<file path="config.mk">
export PLATFORM = sky130hd
export DESIGN_NAME = decryption_input_router
export DESIGN_NICKNAME = d
export VERILOG_FILES = /design/src/rtl/decryption_pkg.sv /design/src/rtl/sync_fifo.sv /design/src/rtl/decryption_input_router.sv
export SDC_FILE = /design/constraint.sdc
export NUM_CORES = 1
export LEC_CHECK = 0
export BUFFER_PORTS_ARGS = -buffer_cell sky130_fd_sc_hd__buf_2
export CORE_MARGIN = 5
export CORE_UTILIZATION = 61
export DETAILED_ROUTE_END_ITERATION = 12
export GPL_ROUTABILITY_DRIVEN = 0
export PLACE_DENSITY = 0.75
export SKIP_CTS_REPAIR_TIMING = 1
export SLEW_MARGIN = 20
export SYNTH_ARGS = -nofsm -noshare
export SYNTH_HDL_FRONTEND = slang
export SYNTH_HIERARCHICAL = 1
export SYNTH_SLANG_ARGS = --single-unit
export TNS_END_PERCENT = 30
</file>
<file path="constraint.sdc">
create_clock -name clk -period 4.8 [get_ports clk]
set_input_delay 0.24 -clock clk [delete_from_list [all_inputs] [get_ports clk]]
set_output_delay 0.24 -clock clk [all_outputs]
set_load 0.05 [all_outputs]
</file>
<file path="src/rtl/decryption_pkg.sv">
// Shared definitions for the decryption front end: engine select encoding,
// default start token and the router output FSM states.
package decryption_pkg;

  localparam int unsigned SEL_W       = 2;
  localparam int unsigned NUM_ENGINES = 3;

  localparam logic [SEL_W-1:0] CAESAR_SEL  = 2'd0;
  localparam logic [SEL_W-1:0] SCYTALE_SEL = 2'd1;
  localparam logic [SEL_W-1:0] ZIGZAG_SEL  = 2'd2;
  localparam logic [SEL_W-1:0] DISCARD_SEL = 2'd3;

  localparam logic [7:0] START_DECRYPTION_TOKEN_DEFAULT = 8'hFA;

  typedef enum logic [1:0] {
    FWD,
    WAIT_RISE,
    WAIT_FALL
  } out_state_e;

  // One-hot engine valid for a select value; the discard select maps to none.
  function automatic logic [NUM_ENGINES-1:0] sel_onehot(input logic [SEL_W-1:0] sel);
    logic [NUM_ENGINES-1:0] oh;
    oh = '0;
    case (sel)
      CAESAR_SEL:  oh = 3'b001;
      SCYTALE_SEL: oh = 3'b010;
      ZIGZAG_SEL:  oh = 3'b100;
      default:     oh = '0;
    endcase
    return oh;
  endfunction

endpackage

</file>
<file path="src/rtl/sync_fifo.sv">
// Single-clock FIFO with registered pointers and count; read data is the
// entry at the registered head pointer.
module sync_fifo #(
  parameter int unsigned WIDTH = 10,
  parameter int unsigned DEPTH = 16
) (
  input  logic                       clk,
  input  logic                       rst_n,
  input  logic                       push_i,
  input  logic [WIDTH-1:0]           wdata_i,
  input  logic                       pop_i,
  output logic [WIDTH-1:0]           rdata_c,
  output logic                       full_c,
  output logic                       empty_c,
  output logic [$clog2(DEPTH):0]     count_o
);

  localparam int unsigned AW = $clog2(DEPTH);
  localparam int unsigned CW = AW + 1;

  logic [WIDTH-1:0] mem_q [DEPTH];
  logic [AW-1:0]    wr_ptr_q, wr_ptr_d;
  logic [AW-1:0]    rd_ptr_q, rd_ptr_d;
  logic [CW-1:0]    count_q, count_d;
  logic             do_push, do_pop;

  assign full_c  = (count_q == CW'(DEPTH));
  assign empty_c = (count_q == '0);
  assign do_push = push_i && !full_c;
  assign do_pop  = pop_i && !empty_c;
  assign rdata_c = mem_q[rd_ptr_q];
  assign count_o = count_q;

  // Pointer and occupancy update; a full FIFO refuses a push even alongside a pop.
  always_comb begin
    wr_ptr_d = wr_ptr_q;
    rd_ptr_d = rd_ptr_q;
    count_d  = count_q;
    if (do_push) wr_ptr_d = wr_ptr_q + AW'(1);
    if (do_pop)  rd_ptr_d = rd_ptr_q + AW'(1);
    case ({do_push, do_pop})
      2'b10:   count_d = count_q + CW'(1);
      2'b01:   count_d = count_q - CW'(1);
      default: count_d = count_q;
    endcase
  end

  always_ff @(posedge clk) begin
    if (!rst_n) begin
      wr_ptr_q <= '0;
      rd_ptr_q <= '0;
      count_q  <= '0;
    end else begin
      wr_ptr_q <= wr_ptr_d;
      rd_ptr_q <= rd_ptr_d;
      count_q  <= count_d;
    end
  end

  always_ff @(posedge clk) begin
    if (do_push) mem_q[wr_ptr_q] <= wdata_i;
  end

endmodule

</file>
<file path="src/rtl/decryption_input_router.sv">
// Buffers the incoming character stream, tags each message with the engine
// selected at its first character, and forwards it while honouring engine busy.
module decryption_input_router
  import decryption_pkg::*;
#(
  parameter int unsigned         D_WIDTH                = 8,
  parameter int unsigned         FIFO_DEPTH             = 16,
  parameter logic [D_WIDTH-1:0]  START_DECRYPTION_TOKEN = D_WIDTH'(START_DECRYPTION_TOKEN_DEFAULT),
  parameter int unsigned         RISE_TIMEOUT           = 4
) (
  input  logic                   clk,
  input  logic                   rst_n,
  input  logic [D_WIDTH-1:0]     data_i,
  input  logic                   valid_i,
  input  logic [SEL_W-1:0]       sel_i,
  output logic                   ready_o,
  input  logic [NUM_ENGINES-1:0] busy_i,
  output logic [D_WIDTH-1:0]     data_o,
  output logic [NUM_ENGINES-1:0] valid_o,
  output logic                   overflow_o
);

  localparam int unsigned ENTRY_W = SEL_W + D_WIDTH;
  localparam int unsigned CW      = $clog2(FIFO_DEPTH) + 1;
  localparam int unsigned TMR_W   = (RISE_TIMEOUT > 1) ? $clog2(RISE_TIMEOUT) : 1;

  logic [ENTRY_W-1:0]     fifo_rdata;
  logic                   fifo_full, fifo_empty;
  logic [CW-1:0]          fifo_count;
  logic                   push, pop;
  logic [SEL_W-1:0]       in_tag;
  logic [SEL_W-1:0]       head_tag;
  logic [D_WIDTH-1:0]     head_data;
  logic [3:0]             busy_ext;

  logic                   msg_open_q, msg_open_d;
  logic [SEL_W-1:0]       cur_sel_q, cur_sel_d;
  logic                   overflow_q, overflow_d;
  out_state_e             state_q, state_d;
  logic [SEL_W-1:0]       wait_sel_q, wait_sel_d;
  logic [TMR_W-1:0]       timer_q, timer_d;
  logic [D_WIDTH-1:0]     data_q, data_d;
  logic [NUM_ENGINES-1:0] valid_q, valid_d;

  assign ready_o    = (fifo_count < CW'(FIFO_DEPTH));
  assign push       = valid_i && ready_o;
  assign in_tag     = msg_open_q ? cur_sel_q : sel_i;
  assign head_tag   = fifo_rdata[ENTRY_W-1 -: SEL_W];
  assign head_data  = fifo_rdata[D_WIDTH-1:0];
  // Discard select indexes a constant-idle slot so it never stalls.
  assign busy_ext   = {1'b0, busy_i};

  assign data_o     = data_q;
  assign valid_o    = valid_q;
  assign overflow_o = overflow_q;

  sync_fifo #(
    .WIDTH (ENTRY_W),
    .DEPTH (FIFO_DEPTH)
  ) u_fifo (
    .clk     (clk),
    .rst_n   (rst_n),
    .push_i  (push),
    .wdata_i ({in_tag, data_i}),
    .pop_i   (pop),
    .rdata_c (fifo_rdata),
    .full_c  (fifo_full),
    .empty_c (fifo_empty),
    .count_o (fifo_count)
  );

  // Message framing: select is latched at the first character, token closes it.
  always_comb begin
    msg_open_d = msg_open_q;
    cur_sel_d  = cur_sel_q;
    overflow_d = overflow_q | (valid_i & fifo_full);
    if (push) begin
      if (!msg_open_q) begin
        cur_sel_d  = sel_i;
        msg_open_d = 1'b1;
      end
      if (data_i == START_DECRYPTION_TOKEN) msg_open_d = 1'b0;
    end
  end

  // Output FSM: forward the head, then hold off after a token until the engine's busy pulse.
  always_comb begin
    state_d    = state_q;
    wait_sel_d = wait_sel_q;
    timer_d    = timer_q;
    data_d     = data_q;
    valid_d    = '0;
    pop        = 1'b0;
    case (state_q)
      FWD: begin
        if (!fifo_empty && (head_tag == DISCARD_SEL || !busy_ext[head_tag])) begin
          pop = 1'b1;
          if (head_tag != DISCARD_SEL) begin
            data_d  = head_data;
            valid_d = sel_onehot(head_tag);
            if (head_data == START_DECRYPTION_TOKEN) begin
              wait_sel_d = head_tag;
              timer_d    = '0;
              state_d    = WAIT_RISE;
            end
          end
        end
      end
      WAIT_RISE: begin
        if (busy_ext[wait_sel_q]) begin
          state_d = WAIT_FALL;
        end else if (timer_q == TMR_W'(RISE_TIMEOUT - 1)) begin
          state_d = FWD;
        end else begin
          timer_d = timer_q + TMR_W'(1);
        end
      end
      WAIT_FALL: begin
        if (!busy_ext[wait_sel_q]) state_d = FWD;
      end
      default: state_d = FWD;
    endcase
  end

  always_ff @(posedge clk) begin
    if (!rst_n) begin
      msg_open_q <= 1'b0;
      cur_sel_q  <= '0;
      overflow_q <= 1'b0;
      state_q    <= FWD;
      wait_sel_q <= '0;
      timer_q    <= '0;
      data_q     <= '0;
      valid_q    <= '0;
    end else begin
      msg_open_q <= msg_open_d;
      cur_sel_q  <= cur_sel_d;
      overflow_q <= overflow_d;
      state_q    <= state_d;
      wait_sel_q <= wait_sel_d;
      timer_q    <= timer_d;
      data_q     <= data_d;
      valid_q    <= valid_d;
    end
  end

endmodule

</file>
Yosys cells after proc, flatten, opt, wreduce, memory -nomap -nowiden
Memory sizes are Yosys's and may differ from the RTL's. A register that Yosys moved wholly into a read port is not among the register bits.
Cells that the tools add are included.
{"block": "classes", "addsub": 5, "n_lt_le_gt_ge": 3, "eq_ne": 19, "n_mux": 27, "bitwise_logic": 2, "n_reduce_logical": 18}
{"cell": "2-bit two-way mux", "count": 12}
{"cell": "8-bit equality test (second input constant)", "count": 2}
{"cell": "2-bit inequality test (second input constant)", "count": 7}
{"cell": "2-bit equality test (second input constant)", "count": 5}
{"cell": "5-bit case mux with 2 select lines", "count": 1}
{"cell": "3-bit case mux with 3 select lines", "count": 1}
{"cell": "4-bit by 1-bit adder with 4-bit output (second input constant)", "count": 2}
{"cell": "4-bit two-way mux", "count": 2}
{"cell": "4-bit AND reduction", "count": 2}
{"cell": "1-bit two-way mux", "count": 7}
{"cell": "2-bit by 1-bit equality test with 1-bit output (second input constant)", "count": 3}
{"cell": "2-bit by 3-bit less-than comparator with 1-bit output (second input constant)", "count": 2}
{"cell": "2-bit case mux with 3 select lines", "count": 1}
{"cell": "6-bit AND reduction", "count": 1}
{"cell": "5-bit by 1-bit adder with 5-bit output (second input constant)", "count": 1}
{"cell": "5-bit equality test (second input constant)", "count": 1}
{"cell": "5-bit zero test", "count": 1}
{"cell": "5-bit less-than comparator (second input constant)", "count": 1}
{"cell": "5-bit AND reduction", "count": 1}
{"cell": "5-bit by 1-bit subtractor with 5-bit output (second input constant)", "count": 1}
{"cell": "1-bit binary-select mux with 2-bit select", "count": 2}
{"cell": "1-bit logical AND", "count": 4}
{"cell": "2-bit zero test", "count": 2}
{"cell": "2-bit case mux with 2 select lines", "count": 1}
{"cell": "other kinds (8)", "count": 11}
{"block": "word_totals", "reg_bits": 34, "ramBits": 160, "input_bits": 16, "out_inout_bits": 13, "n_memories": 1}
{"memory": "u_fifo.mem_q", "words": 16, "word_bits": 10, "read_ports": 1, "rd_ports_with_merged_regs": 1, "write_ports": 1, "line_no": "sync_fifo.sv:21", "rtl": "logic [WIDTH-1:0] mem_q [DEPTH];"}

Depth between registers and ports, before layout
{"block": "depth", "depth_word": 10, "mapped_depth": 19, "mapped_depth_nobuf": 15}

Modules after synthesis
Netlist, hierarchy kept.
{"module": "sync_fifo", "instances": 1, "cells_per_inst": 374, "area_each_um2": 7010.5, "seq_area_each_um2": 5144.9}
{"module": "decryption_input_router", "instances": 1, "cells_per_inst": 110, "area_each_um2": 1074.8, "seq_area_each_um2": 420.4}

Least setup slack after synthesis
Ideal clock, no wire load.
{"block": "synth_timing", "path_kind": "reg2reg", "from": "register (tool-made name)", "to": "register u_fifo.count_q[4] (netlist: u_fifo/count_o[4])", "setup_time_ns": 0.072, "arrival_time_ns": 3.724, "required_ns": 4.728, "slack_ns": 1.004, "stages_incl_launch_ff": 20, "cell_sequence": "dfxtp_1 -> clkbuf_1 -> buf_2 -> mux4_2 -> a22oi_1 -> nand2_1 -> buf_6 -> mux2i_1 -> o22ai_1 -> nor2_1 -> o21ai_4 -> inv_1 -> ha_1 -> clkbuf_1 -> xor2_1 -> ha_1 -> inv_1 -> a21o_1 -> a221oi_1 -> mux2i_1"}
{"element": "end signal, assigned", "line_no": "sync_fifo.sv:56", "rtl": "count_q <= count_d;"}
{"element": "end, declared", "line_no": "sync_fifo.sv:24", "rtl": "logic [CW-1:0] count_q, count_d;"}

==> results.toml <==
[logic_synthesis]
synth-seq-cells = 198
ys_types = 57
synthesis.area_um2 = 8090
synth_edf_count = 160
ys_warn_count = 6
synth_ff_type = "edfxtp_1"
synth_nets = 509
yosysSeqAreaShare_pct = 68.8
synthArstFlopShare_pct = 0
synthCells = 484
synth.avg_cell_area_um2 = 16.7

[worst_setup_path]
crit_fanout = 15
rrSetupSlack_ns = 0.59
path_class = "register to register"
required_ns = 5.16
startpoint_type = "register"
r2r_cells = 15
endpoint_kind = "register"
worstPathArrival_ns = 4.57

[global_routing]
track_usage_pct = 21.5
grt_overflow_total = 0
grt_pass1_wl_um = 25300
grt_antenna_before_repair = 0
grt_max_degree = 34
grt_pass1_vias = 4462

[clock_tree]
cts.htree.levels = 4
clkTransAtPathRegs_ns = 0.06
max-clock-path-buffers = 2
cts_tree = "done"
cts.sinks = 198
insertion_delay_ns = 0.43
numCtsBuffers = 17
root_buffer = "clkbuf_16"

[timing]
holdWs_ns = 0.0743
fmax_mhz = 237
tightest_slew_ns = 1.13
finalHoldViolCount = 0
slew_violations = 0
rsz0062_at_grt = "false"
finalCriticalPeriod_ns = 4.21
tns_ns = 0
final-setup-viol-count = 0
setup_slack_ns = 0.589
finalClockSkew_ns = 0.0120
slew_headroom_pct = 24.1
fin_crit_sh_pct = 87.7

[power]
power_density_nw_per_um2 = 480
switching_share_pct = 28.2
clkPwrFrac_pct = 32.6
power.switching_mw = 1.21
seq_power_share_pct = 47.6
finalPower_mw = 4.29
p_int_mw = 3.08
ir_drop_uv = 253
pwr-share-comb_pct = 19.8
p_leak_nw = 2.94

[layout]
most-common-layout-cells = "160 x edfxtp_1, 40 x mux4_2, 36 x dfxtp_1, 29 x nor2_1, 28 x buf_2"
diodes = 0
layout.nets = 535
fillers = 866
area_delta_synth_final_pct = 10.4
layout_commonest_cell = "edfxtp_1"
fin_util_pct = 68.0
drive_gt1_share_pct = 23.3

[routing]
ant_nets = 0
vias = 4352
viasPerCell = 6.23
wl_per_cell_um = 23.1
wl_um = 16100
drcViolationCount = 0
drt_iter0_drc = 524
drtPass1Iterations = 5

[placement]
dp_hpwl_um = 10500
pre_cts_ws_ns = 0.603
port_buffers = 28

[floorplanning]
dieArea_um2 = 15700
start_util_pct = 61.5
dieWidth_um = 125
ios = 29
placementRows = 42
die_y_um = 125
core_um2 = 13100

[status]
status = "complete, no violations"

[worst_hold_path]
hp-class = "primary input to register"
min_from = "valid_i"
hold_depth = 3

[job]
cap_violations = 0
-- metrics by stage --
step,std cells,area [um2]
floorplan,484,8090
global placement,667,8340
detailed placement,667,8340
CTS,699,8920
global route,699,8930
finish,699,8930
-- synthesized netlist by cell type, drive strengths merged (2+ instances only) --
cell type	number	share of area, %
a211oi	2	0.25
a21boi	9	0.84
a21oi	4	0.25
a22oi	20	1.9
and2	2	0.15
buf	15	1.4
clkbuf	14	0.65
dfxtp	38	9.4
edfxtp	160	59
ha	9	1.4
inv	11	0.51
mux2	3	0.46
mux2i	13	1.6
mux4	40	11
nand2	25	1.2
nand2b	5	0.39
nand3	11	0.68
nand3b	3	0.28
nand4b	6	0.73
nor2	34	1.6
nor2b	6	0.46
nor3	7	0.50
nor3b	2	0.25
o211ai	3	0.34
o21a	5	0.46
o21ai	11	0.82
o22ai	2	0.23
or3	2	0.15
or4	2	0.23
xor2	6	0.65
-- final timing paths --
path	end
setup reg to reg	u_fifo/count_o[4]
hold reg to reg	timer_q[1]
hold / removal	overflow_o
setup / recovery	u_fifo/count_o[4]
-- routing by layer --
metal  track usage [%]  up-vias  share of wire, %  routed length, um
met4              5.93        0               1.0                163
met2              35.8      171                52               8310
li1                  -     1946                 -                  -
met3              4.56       21               7.2               1170
met1              29.4     2214                40               6490
met5                 0        -                 0                  0
-- final cells by class --
type | count | area, um2 | share of cell area [%]
flip-flops and latches | 198 | 5570 | 62.4
multi-input cells | 246 | 2330 | 26.0
clock buffers | 22 | 444 | 4.97
well taps | 176 | 220 | 2.47
repair buffers | 36 | 200 | 2.24
clock inverters | 10 | 130 | 1.46
inverters | 11 | 41.3 | 0.462
-- flip-flops by register name (all words and copies together), names as in the netlist, named ones only --
name / flops
u_fifo/mem_q: 160
cur_sel_q: 2
msg_open_q: 1
data_o: 8
u_fifo/count_o: 5
overflow_o: 1
timer_q: 2
valid_o: 3
wait_sel_q: 2
state_q: 2
u_fifo/rd_ptr_q: 4
u_fifo/wr_ptr_q: 4
-- critical path, cell delays in order (launching register included) --
cell,delay (ns)
dfxtp_2,0.64
mux4_2,0.56
a22oi_1,0.21
nand2_1,0.25
nand2b_1,0.25
o22ai_1,0.12
nor2_1,0.36
o21ai_4,0.15
inv_1,0.09
ha_1,0.33
xor2_1,0.21
ha_1,0.20
inv_1,0.07
a21o_1,0.15
a221oi_1,0.32
mux2i_1,0.22
-- logic make-up after synthesis --
group                      synth area share (%)
AOI/OAI and AO/OA                          5.88
DFF                                        68.8
and+or+nand+nor                            7.37
muxes                                      13.2
buffers and inverters                      2.55
xor gates and xnor gates                  0.758
adders and majority gates                  1.39
-- power groups by stage --
stage / Clock, mW / Combinational, mW / Sequential, mW
3_3_place_gp: 0 / 0.818 / 2.07
6_report: 1.40 / 0.851 / 2.04
3_5_place_dp: 0 / 0.841 / 2.08
2_1_floorplan: 0 / 0.621 / 2.13
5_1_grt: 1.49 / 0.922 / 2.05
4_1_cts: 1.41 / 0.850 / 2.04
Power figures use the tool's default switching activity.
